==> src/rtl/cam_writer_pkg.sv <==
// Shared types and constants for the camera-to-frame-buffer writer.
package cam_writer_pkg;

    localparam int PIX_W             = 16;
    localparam int WORD_W            = 32;
    localparam int MAX_WORDS_DEFAULT = 42500;

    localparam logic [3:0] BE_FULL = 4'b1111;
    localparam logic [3:0] BE_LOW  = 4'b0011;

    typedef enum logic [1:0] {
        ST_IDLE,
        ST_WAIT_SOF,
        ST_CAPTURE,
        ST_DONE
    } cap_state_t;

endpackage

==> src/rtl/cam_pix_packer.sv <==
// Packs RGB565 pixel pairs into 32-bit words; a flushed low pixel
// becomes a half word with the upper lanes zeroed.
module cam_pix_packer
    import cam_writer_pkg::*;
(
    input  logic              clk,
    input  logic              reset,
    input  logic              load,
    input  logic              phase,
    input  logic              flush,
    input  logic              clear,
    input  logic [PIX_W-1:0]  pix,
    output logic [WORD_W-1:0] word,
    output logic [3:0]        byteenable,
    output logic              word_valid
);

    logic [PIX_W-1:0] low_q;

    // NOTE: sequential state uses <= so every register samples pre-edge values.
    always_ff @(posedge clk) begin
        if (reset || clear) begin
            low_q <= '0;
        end else if (load && !phase) begin
            low_q <= pix;
        end
    end

    // NOTE: every output gets a default first so no latch is inferred.
    always_comb begin
        word       = {{PIX_W{1'b0}}, pix};
        byteenable = BE_LOW;
        word_valid = load && (phase || flush);
        if (phase) begin
            word       = {pix, low_q};
            byteenable = BE_FULL;
        end
    end

endmodule

==> src/rtl/cam_frame_writer.sv <==
// Captures one camera frame into the on-chip frame buffer at word
// addresses 0.., with overflow and resync status for software.
module cam_frame_writer
    import cam_writer_pkg::*;
#(
    parameter int MAX_WORDS = MAX_WORDS_DEFAULT,
    parameter int ADDR_W    = 16
) (
    input  logic              clk,
    input  logic              reset,
    input  logic              start,
    input  logic              abort,
    input  logic [15:0]       cfg_words,
    input  logic              pix_valid,
    output logic              pix_ready,
    input  logic [PIX_W-1:0]  pix_data,
    input  logic              pix_sof,
    input  logic              pix_eof,
    output logic [ADDR_W-1:0] ram_address,
    output logic [3:0]        ram_byteenable,
    output logic              ram_chipselect,
    output logic              ram_write,
    output logic [WORD_W-1:0] ram_writedata,
    output logic              ram_clken,
    output logic              busy,
    output logic              done,
    output logic [ADDR_W-1:0] words_written,
    output logic              overflow,
    output logic              sync_err
);

    cap_state_t        state, next_state;
    logic [ADDR_W-1:0] addr, limit, cur_addr, cfg_clamped;
    logic              phase, cur_phase;
    logic              start_go, frame_pix, restart, room, store, dropped, eof_hit;
    logic [WORD_W-1:0] pk_word;
    logic [3:0]        pk_be;
    logic              pk_valid;

    // The buffer never stalls, so every offered pixel is taken.
    assign pix_ready = 1'b1;
    assign ram_clken = 1'b1;

    // A pix_sof pixel restarts the frame: it is pixel 0 at word 0.
    always_comb begin
        cfg_clamped = (32'(cfg_words) > 32'(MAX_WORDS)) ? ADDR_W'(MAX_WORDS)
                                                         : ADDR_W'(cfg_words);
        start_go  = (state == ST_IDLE) && start && !abort;
        frame_pix = pix_valid && !abort &&
                    ((state == ST_CAPTURE) || ((state == ST_WAIT_SOF) && pix_sof));
        restart   = frame_pix && pix_sof;
        cur_addr  = restart ? '0 : addr;
        cur_phase = restart ? 1'b0 : phase;
        room      = cur_addr < limit;
        store     = frame_pix && room;
        dropped   = frame_pix && !room;
        eof_hit   = frame_pix && pix_eof;
    end

    cam_pix_packer u_packer (
        .clk        (clk),
        .reset      (reset),
        .load       (store),
        .phase      (cur_phase),
        .flush      (pix_eof),
        .clear      (start_go || abort),
        .pix        (pix_data),
        .word       (pk_word),
        .byteenable (pk_be),
        .word_valid (pk_valid)
    );

    always_comb begin
        next_state = state;
        case (state)
            ST_IDLE:     if (start_go) next_state = ST_WAIT_SOF;
            ST_WAIT_SOF,
            ST_CAPTURE:  if (eof_hit) next_state = ST_DONE;
                         else if (frame_pix) next_state = ST_CAPTURE;
            ST_DONE:     next_state = ST_IDLE;
            default:     next_state = ST_IDLE;
        endcase
        if (abort) next_state = ST_IDLE;
    end

    always_ff @(posedge clk) begin
        if (reset) begin
            state          <= ST_IDLE;
            addr           <= '0;
            limit          <= '0;
            phase          <= 1'b0;
            busy           <= 1'b0;
            done           <= 1'b0;
            words_written  <= '0;
            overflow       <= 1'b0;
            sync_err       <= 1'b0;
            ram_address    <= '0;
            ram_byteenable <= '0;
            ram_chipselect <= 1'b0;
            ram_write      <= 1'b0;
            ram_writedata  <= '0;
        end else begin
            state          <= next_state;
            busy           <= (next_state == ST_WAIT_SOF) || (next_state == ST_CAPTURE);
            done           <= eof_hit;
            ram_chipselect <= pk_valid;
            ram_write      <= pk_valid;
            ram_byteenable <= pk_valid ? pk_be : 4'b0000;

            if (start_go) begin
                limit         <= cfg_clamped;
                addr          <= '0;
                phase         <= 1'b0;
                words_written <= '0;
                overflow      <= 1'b0;
                sync_err      <= 1'b0;
            end

            // The count advances with the strobe, so done sees the final total.
            if (pk_valid) begin
                ram_address   <= cur_addr;
                ram_writedata <= pk_word;
                addr          <= cur_addr + ADDR_W'(1);
                words_written <= cur_addr + ADDR_W'(1);
            end else if (restart) begin
                addr          <= '0;
                words_written <= '0;
            end

            if (store) begin
                phase <= !cur_phase;
            end else if (restart) begin
                phase <= 1'b0;
            end

            if (dropped) overflow <= 1'b1;
            if (restart && (state == ST_CAPTURE)) sync_err <= 1'b1;
        end
    end

endmodule

==> config.mk <==
export PLATFORM = sky130hd
export DESIGN_NAME = cam_frame_writer
export DESIGN_NICKNAME = d
export VERILOG_FILES = /design/src/rtl/cam_writer_pkg.sv /design/src/rtl/cam_pix_packer.sv /design/src/rtl/cam_frame_writer.sv
export SDC_FILE = /design/constraint.sdc
export NUM_CORES = 1
export LEC_CHECK = 0
export CAP_MARGIN = 20
export CORE_MARGIN = 2
export CORE_UTILIZATION = 51
export CTS_CLUSTER_SIZE = 20
export DETAILED_ROUTE_END_ITERATION = 12
export PLACE_DENSITY = 0.8
export SYNTH_ARGS = -nofsm -noshare
export SYNTH_HDL_FRONTEND = slang
export SYNTH_SLANG_ARGS = --single-unit
==> constraint.sdc <==
create_clock -name clk -period 5.1 [get_ports clk]
set_clock_uncertainty 0.2 [all_clocks]
set_input_delay 0.765 -clock clk [delete_from_list [all_inputs] [get_ports clk]]
set_output_delay 0.765 -clock clk [all_outputs]
set_load 0.005 [all_outputs]
==> impl_metrics.prom <==
# TYPE chip_impl_metric gauge
chip_impl_metric{name="overall_global_routing_usage",unit=""} 0.272
chip_impl_info{name="status",value="finished, final reports clean"} 1
chip_impl_info{name="cts_tree",value="done"} 1
chip_impl_info{name="hold_start",value="limit[3]"} 1
chip_impl_metric{name="multi_input_area",unit="µm²"} 2920
chip_impl_metric{name="std_cell_rows",unit=""} 37
chip_impl_metric{name="antenna-diode-count",unit=""} 0
chip_impl_metric{name="synthToLayoutAreaGrowth",unit="%"} 25.1
chip_impl_metric{name="leakagePower",unit="nW"} 2.38
chip_impl_metric{name="buffer_ports.inserted",unit=""} 112
chip_impl_info{name="crit_path_end_kind",value="flip-flop"} 1
chip_impl_metric{name="htree_num_levels",unit=""} 3
chip_impl_metric{name="drt_iter0_markers",unit=""} 501
chip_impl_info{name="synthFlopType",value="sky130_fd_sc_hd__dfxtp_1"} 1
chip_impl_metric{name="finalPower",unit="mW"} 1.57
chip_impl_metric{name="hold_ws",unit="ns"} 0.258
chip_impl_metric{name="drc_errors",unit=""} 0
chip_impl_metric{name="post_cts.repair.setup_buffers",unit=""} 0
chip_impl_metric{name="final.min_clock_period",unit="ns"} 4.48
chip_impl_metric{name="routed-via-count",unit=""} 5371
chip_impl_metric{name="clock_transition_at_the_registers_of_the_reported_paths",unit="ns"} 0.11
chip_impl_metric{name="report.final.setup_viol",unit=""} 0
chip_impl_info{name="hold_class",value="flip-flop to flip-flop"} 1
chip_impl_metric{name="timing.max_slew.rel_slack",unit=""} 0.250
chip_impl_metric{name="yosys_warnings",unit=""} 0
chip_impl_metric{name="post_cts_hold_buffer_count",unit=""} 0
chip_impl_info{name="ctsRootBufferMaster",value="sky130_fd_sc_hd__clkbuf_8"} 1
chip_impl_metric{name="finalMaxSlewViolations",unit=""} 0
chip_impl_metric{name="cts.repair.resized",unit=""} 0
chip_impl_metric{name="placed_area",unit="µm²"} 6550
chip_impl_metric{name="timing.critical_path.required",unit="ns"} 5.10
chip_impl_metric{name="timing.final.ws_setup",unit="ns"} 0.617
chip_impl_metric{name="critical_path.max_fanout",unit=""} 16
chip_impl_metric{name="globalRoute.totalOverflow",unit=""} 0
chip_impl_metric{name="synth_enable_flop_cells",unit=""} 0
chip_impl_metric{name="cts_buffer_depth",unit=""} 2
chip_impl_metric{name="core_outline_area",unit="µm²"} 10300
chip_impl_metric{name="cts_buffers",unit=""} 9
chip_impl_metric{name="ir_worst_vdd",unit="mV"} 0.151
chip_impl_metric{name="max_freq",unit="MHz"} 223
chip_impl_metric{name="final.setup.tns",unit="ns"} 0
chip_impl_metric{name="layoutNonFillerInstCount",unit=""} 877
chip_impl_metric{name="async_flop_share",unit=""} 0
chip_impl_metric{name="cap_violations",unit=""} 0
chip_impl_info{name="final_common_cell",value="sky130_fd_sc_hd__clkdlybuf4s50_1"} 1
chip_impl_metric{name="clock_insertion_delay_worst_skew",unit="ns"} 0.37
chip_impl_metric{name="gp_routability_congestion",unit=""} 0.951
chip_impl_metric{name="initial_core_util",unit=""} 0.523
chip_impl_metric{name="synth_register_bits",unit=""} 106
chip_impl_metric{name="place_hpwl",unit="µm"} 11000
chip_impl_metric{name="layout_worst_path_cycle_share",unit=""} 0.879
chip_impl_info{name="worstReg2RegEnd",value="ram_writedata[13]"} 1
chip_impl_metric{name="area_of_the_die",unit="µm²"} 11400
chip_impl_metric{name="post_syn_instances",unit=""} 655
chip_impl_metric{name="drt-total-wl",unit="µm"} 15700
chip_impl_metric{name="final_nets",unit=""} 793
chip_impl_metric{name="drive_gt1_frac",unit=""} 0.0769
chip_impl_metric{name="final_util",unit=""} 0.655
chip_impl_metric{name="summed_instance_area_of_the_synthesized_netlist",unit="µm²"} 5400
chip_impl_info{name="layout.cells.most_common_list",value="sky130_fd_sc_hd__clkdlybuf4s50_1, sky130_fd_sc_hd__dfxtp_1, sky130_fd_sc_hd__nand2_1"} 1
chip_impl_metric{name="finalInstanceArea",unit="µm²"} 6760
chip_impl_metric{name="place_worst_setup_slack",unit="ns"} 0.279
chip_impl_info{name="crit-reg2reg-launch",value="state[0]"} 1
chip_impl_metric{name="finalHoldViolations",unit=""} 0
chip_impl_info{name="crit_type",value="input port to flip-flop"} 1
chip_impl_metric{name="io_pins",unit=""} 115
chip_impl_metric{name="ff_latch_area",unit="µm²"} 2120
chip_impl_metric{name="reg2reg_depth",unit=""} 12
chip_impl_metric{name="route.antenna.remaining_nets",unit=""} 0
chip_impl_metric{name="worst_ep_arrival_time",unit="ns"} 4.48
chip_impl_metric{name="via_count_of_the_first_global_routing_pass",unit=""} 4990
chip_impl_metric{name="post-place-cells",unit=""} 860
chip_impl_metric{name="numClockSinks",unit=""} 106
chip_impl_metric{name="ys_types",unit=""} 59
chip_impl_metric{name="maximum_number_of_pins_on_one_net_before_global_route_repair",unit=""} 103
chip_impl_metric{name="die-height",unit="µm"} 107
chip_impl_metric{name="antenna_found_initial",unit=""} 0
chip_impl_metric{name="power_per_cell_area",unit="nW/µm²"} 232
chip_impl_metric{name="worstMarginPinSlew",unit="ns"} 1.13
chip_impl_metric{name="grt_pass1_wl",unit="µm"} 25000
chip_impl_info{name="timing.critical_path.from",value="abort"} 1
chip_impl_info{name="critPathLaunchType",value="input port"} 1
chip_impl_metric{name="yosysSeqAreaShare",unit=""} 0.393
chip_impl_metric{name="regToRegSetupSlack",unit="ns"} 0.84
chip_impl_metric{name="die_w",unit="µm"} 107
chip_impl_metric{name="drt_pre_antenna_iters",unit=""} 5
chip_impl_metric{name="fill_cells",unit=""} 867
chip_impl_metric{name="syn_avg_cell_area",unit="µm²"} 8.25
chip_impl_metric{name="vias_per_cell",unit=""} 6.12
chip_impl_info{name="rsz0062_at_grt",value="no"} 1
chip_impl_metric{name="avgRoutedWirePerCell",unit="µm"} 17.9
chip_impl_info{name="setup.worst_path.end",value="ram_writedata[13]"} 1
-- final cells by class --
cell class                      instances  area share
Multi-Input combinational cell        466       0.432
Sequential cell                       106       0.314
Timing Repair Buffer                  128       0.186
Tap cell                              136      0.0252
Clock buffer                           11      0.0224
Inverter                               25      0.0139
Clock inverter                          5     0.00666
-- how the worst min path moves through the flow --
stage | endpoint | slack (ns) | cells past startpoint
after floorplan | limit[3] | 0.23 | 2
after global placement | u_packer.low_q[2] | 0.24 | 2
after detailed placement | limit[3] | 0.25 | 2
after CTS | limit[3] | 0.26 | 2
after global routing | overflow | 0.29 | 2
final | limit[3] | 0.26 | 2
-- critical path, cell delays in order --
cell and delay, ns:
sky130_fd_sc_hd__clkdlybuf4s50_1 0.52, sky130_fd_sc_hd__nand2b_4 0.26, sky130_fd_sc_hd__or2_1 0.29, sky130_fd_sc_hd__and2_1 0.23, sky130_fd_sc_hd__ha_1 0.31, sky130_fd_sc_hd__and3_1 0.19
sky130_fd_sc_hd__a221o_1 0.36, sky130_fd_sc_hd__a221oi_2 0.42, sky130_fd_sc_hd__o2111ai_4 0.18, sky130_fd_sc_hd__nor2_2 0.75, sky130_fd_sc_hd__a311oi_2 0.21
-- cell families (layout without fill, tap and decap cells) --
family | after synthesis | after routing | synth area share
adder cells (fa/ha/maj) | 18 | 18 | 0.0417
AND/OR/NAND/NOR | 244 | 244 | 0.223
buffers and inverters | 84 | 169 | 0.0753
XOR/XNOR | 1 | 1 | 0.00162
AO/OA/AOI/OAI | 185 | 185 | 0.235
flip-flops | 106 | 106 | 0.393
other | 1 | 2 | 0.000694
multiplexers | 16 | 16 | 0.0296
-- Yosys cell counts, types with 3 or more instances --
cell | n | area, µm²
sky130_fd_sc_hd__dfxtp_1 | 106 | 2120
sky130_fd_sc_hd__nand2_1 | 88 | 330
sky130_fd_sc_hd__a21oi_1 | 62 | 310
sky130_fd_sc_hd__nand3_1 | 33 | 165
sky130_fd_sc_hd__nor2_1 | 31 | 116
sky130_fd_sc_hd__o21ai_0 | 29 | 145
sky130_fd_sc_hd__clkbuf_1 | 27 | 101
sky130_fd_sc_hd__inv_1 | 25 | 93.8
sky130_fd_sc_hd__nand4_1 | 25 | 156
sky130_fd_sc_hd__o211ai_1 | 23 | 173
sky130_fd_sc_hd__ha_1 | 18 | 225
sky130_fd_sc_hd__mux2i_1 | 16 | 160
sky130_fd_sc_hd__o21ai_1 | 15 | 75.1
sky130_fd_sc_hd__buf_2 | 13 | 65.1
sky130_fd_sc_hd__and2_1 | 12 | 75.1
sky130_fd_sc_hd__buf_4 | 12 | 90.1
sky130_fd_sc_hd__nor3_1 | 11 | 55.1
sky130_fd_sc_hd__a311oi_2 | 10 | 150
sky130_fd_sc_hd__a22o_1 | 8 | 70.1
sky130_fd_sc_hd__a211oi_1 | 7 | 52.6
sky130_fd_sc_hd__nor2b_1 | 7 | 43.8
sky130_fd_sc_hd__a311oi_1 | 6 | 52.6
sky130_fd_sc_hd__nand2b_1 | 6 | 37.5
sky130_fd_sc_hd__and3_1 | 5 | 31.3
sky130_fd_sc_hd__buf_6 | 4 | 45.0
sky130_fd_sc_hd__nor4_1 | 4 | 25.0
sky130_fd_sc_hd__or2_2 | 4 | 25.0
sky130_fd_sc_hd__or3_1 | 4 | 25.0
sky130_fd_sc_hd__buf_1 | 3 | 11.3
sky130_fd_sc_hd__o311ai_1 | 3 | 26.3
sky130_fd_sc_hd__o31ai_1 | 3 | 22.5
-- sequential cells by signal, summed over array words and instances, names as in the netlist, 2 cells and up --
signal and flops:
ram_byteenable 2, addr 16, ram_address 16, state 2, ram_writedata 32, limit 16, u_packer.low_q 16
-- report_power, final --
| part | switching [mW] | total, mW | leakage, nW | internal, mW |
|---|---|---|---|---|
| registers | 0.00468 | 0.841 | 0.856 | 0.836 |
| logic | 0.139 | 0.210 | 1.42 | 0.0714 |
| clock network | 0.305 | 0.518 | 0.0985 | 0.213 |
| total | 0.449 | 1.57 | 2.38 | 1.12 |
-- per-layer routing --
metal  up-vias  GRT usage  part of all wire
li1       2520          -                 -
met3        31     0.0310             0.066
met2       255      0.434              0.48
met1      2565      0.376              0.44
met4         0      0.109             0.021
met5         -          0                 0
No activity file was read; power rests on OpenSTA's default activity.
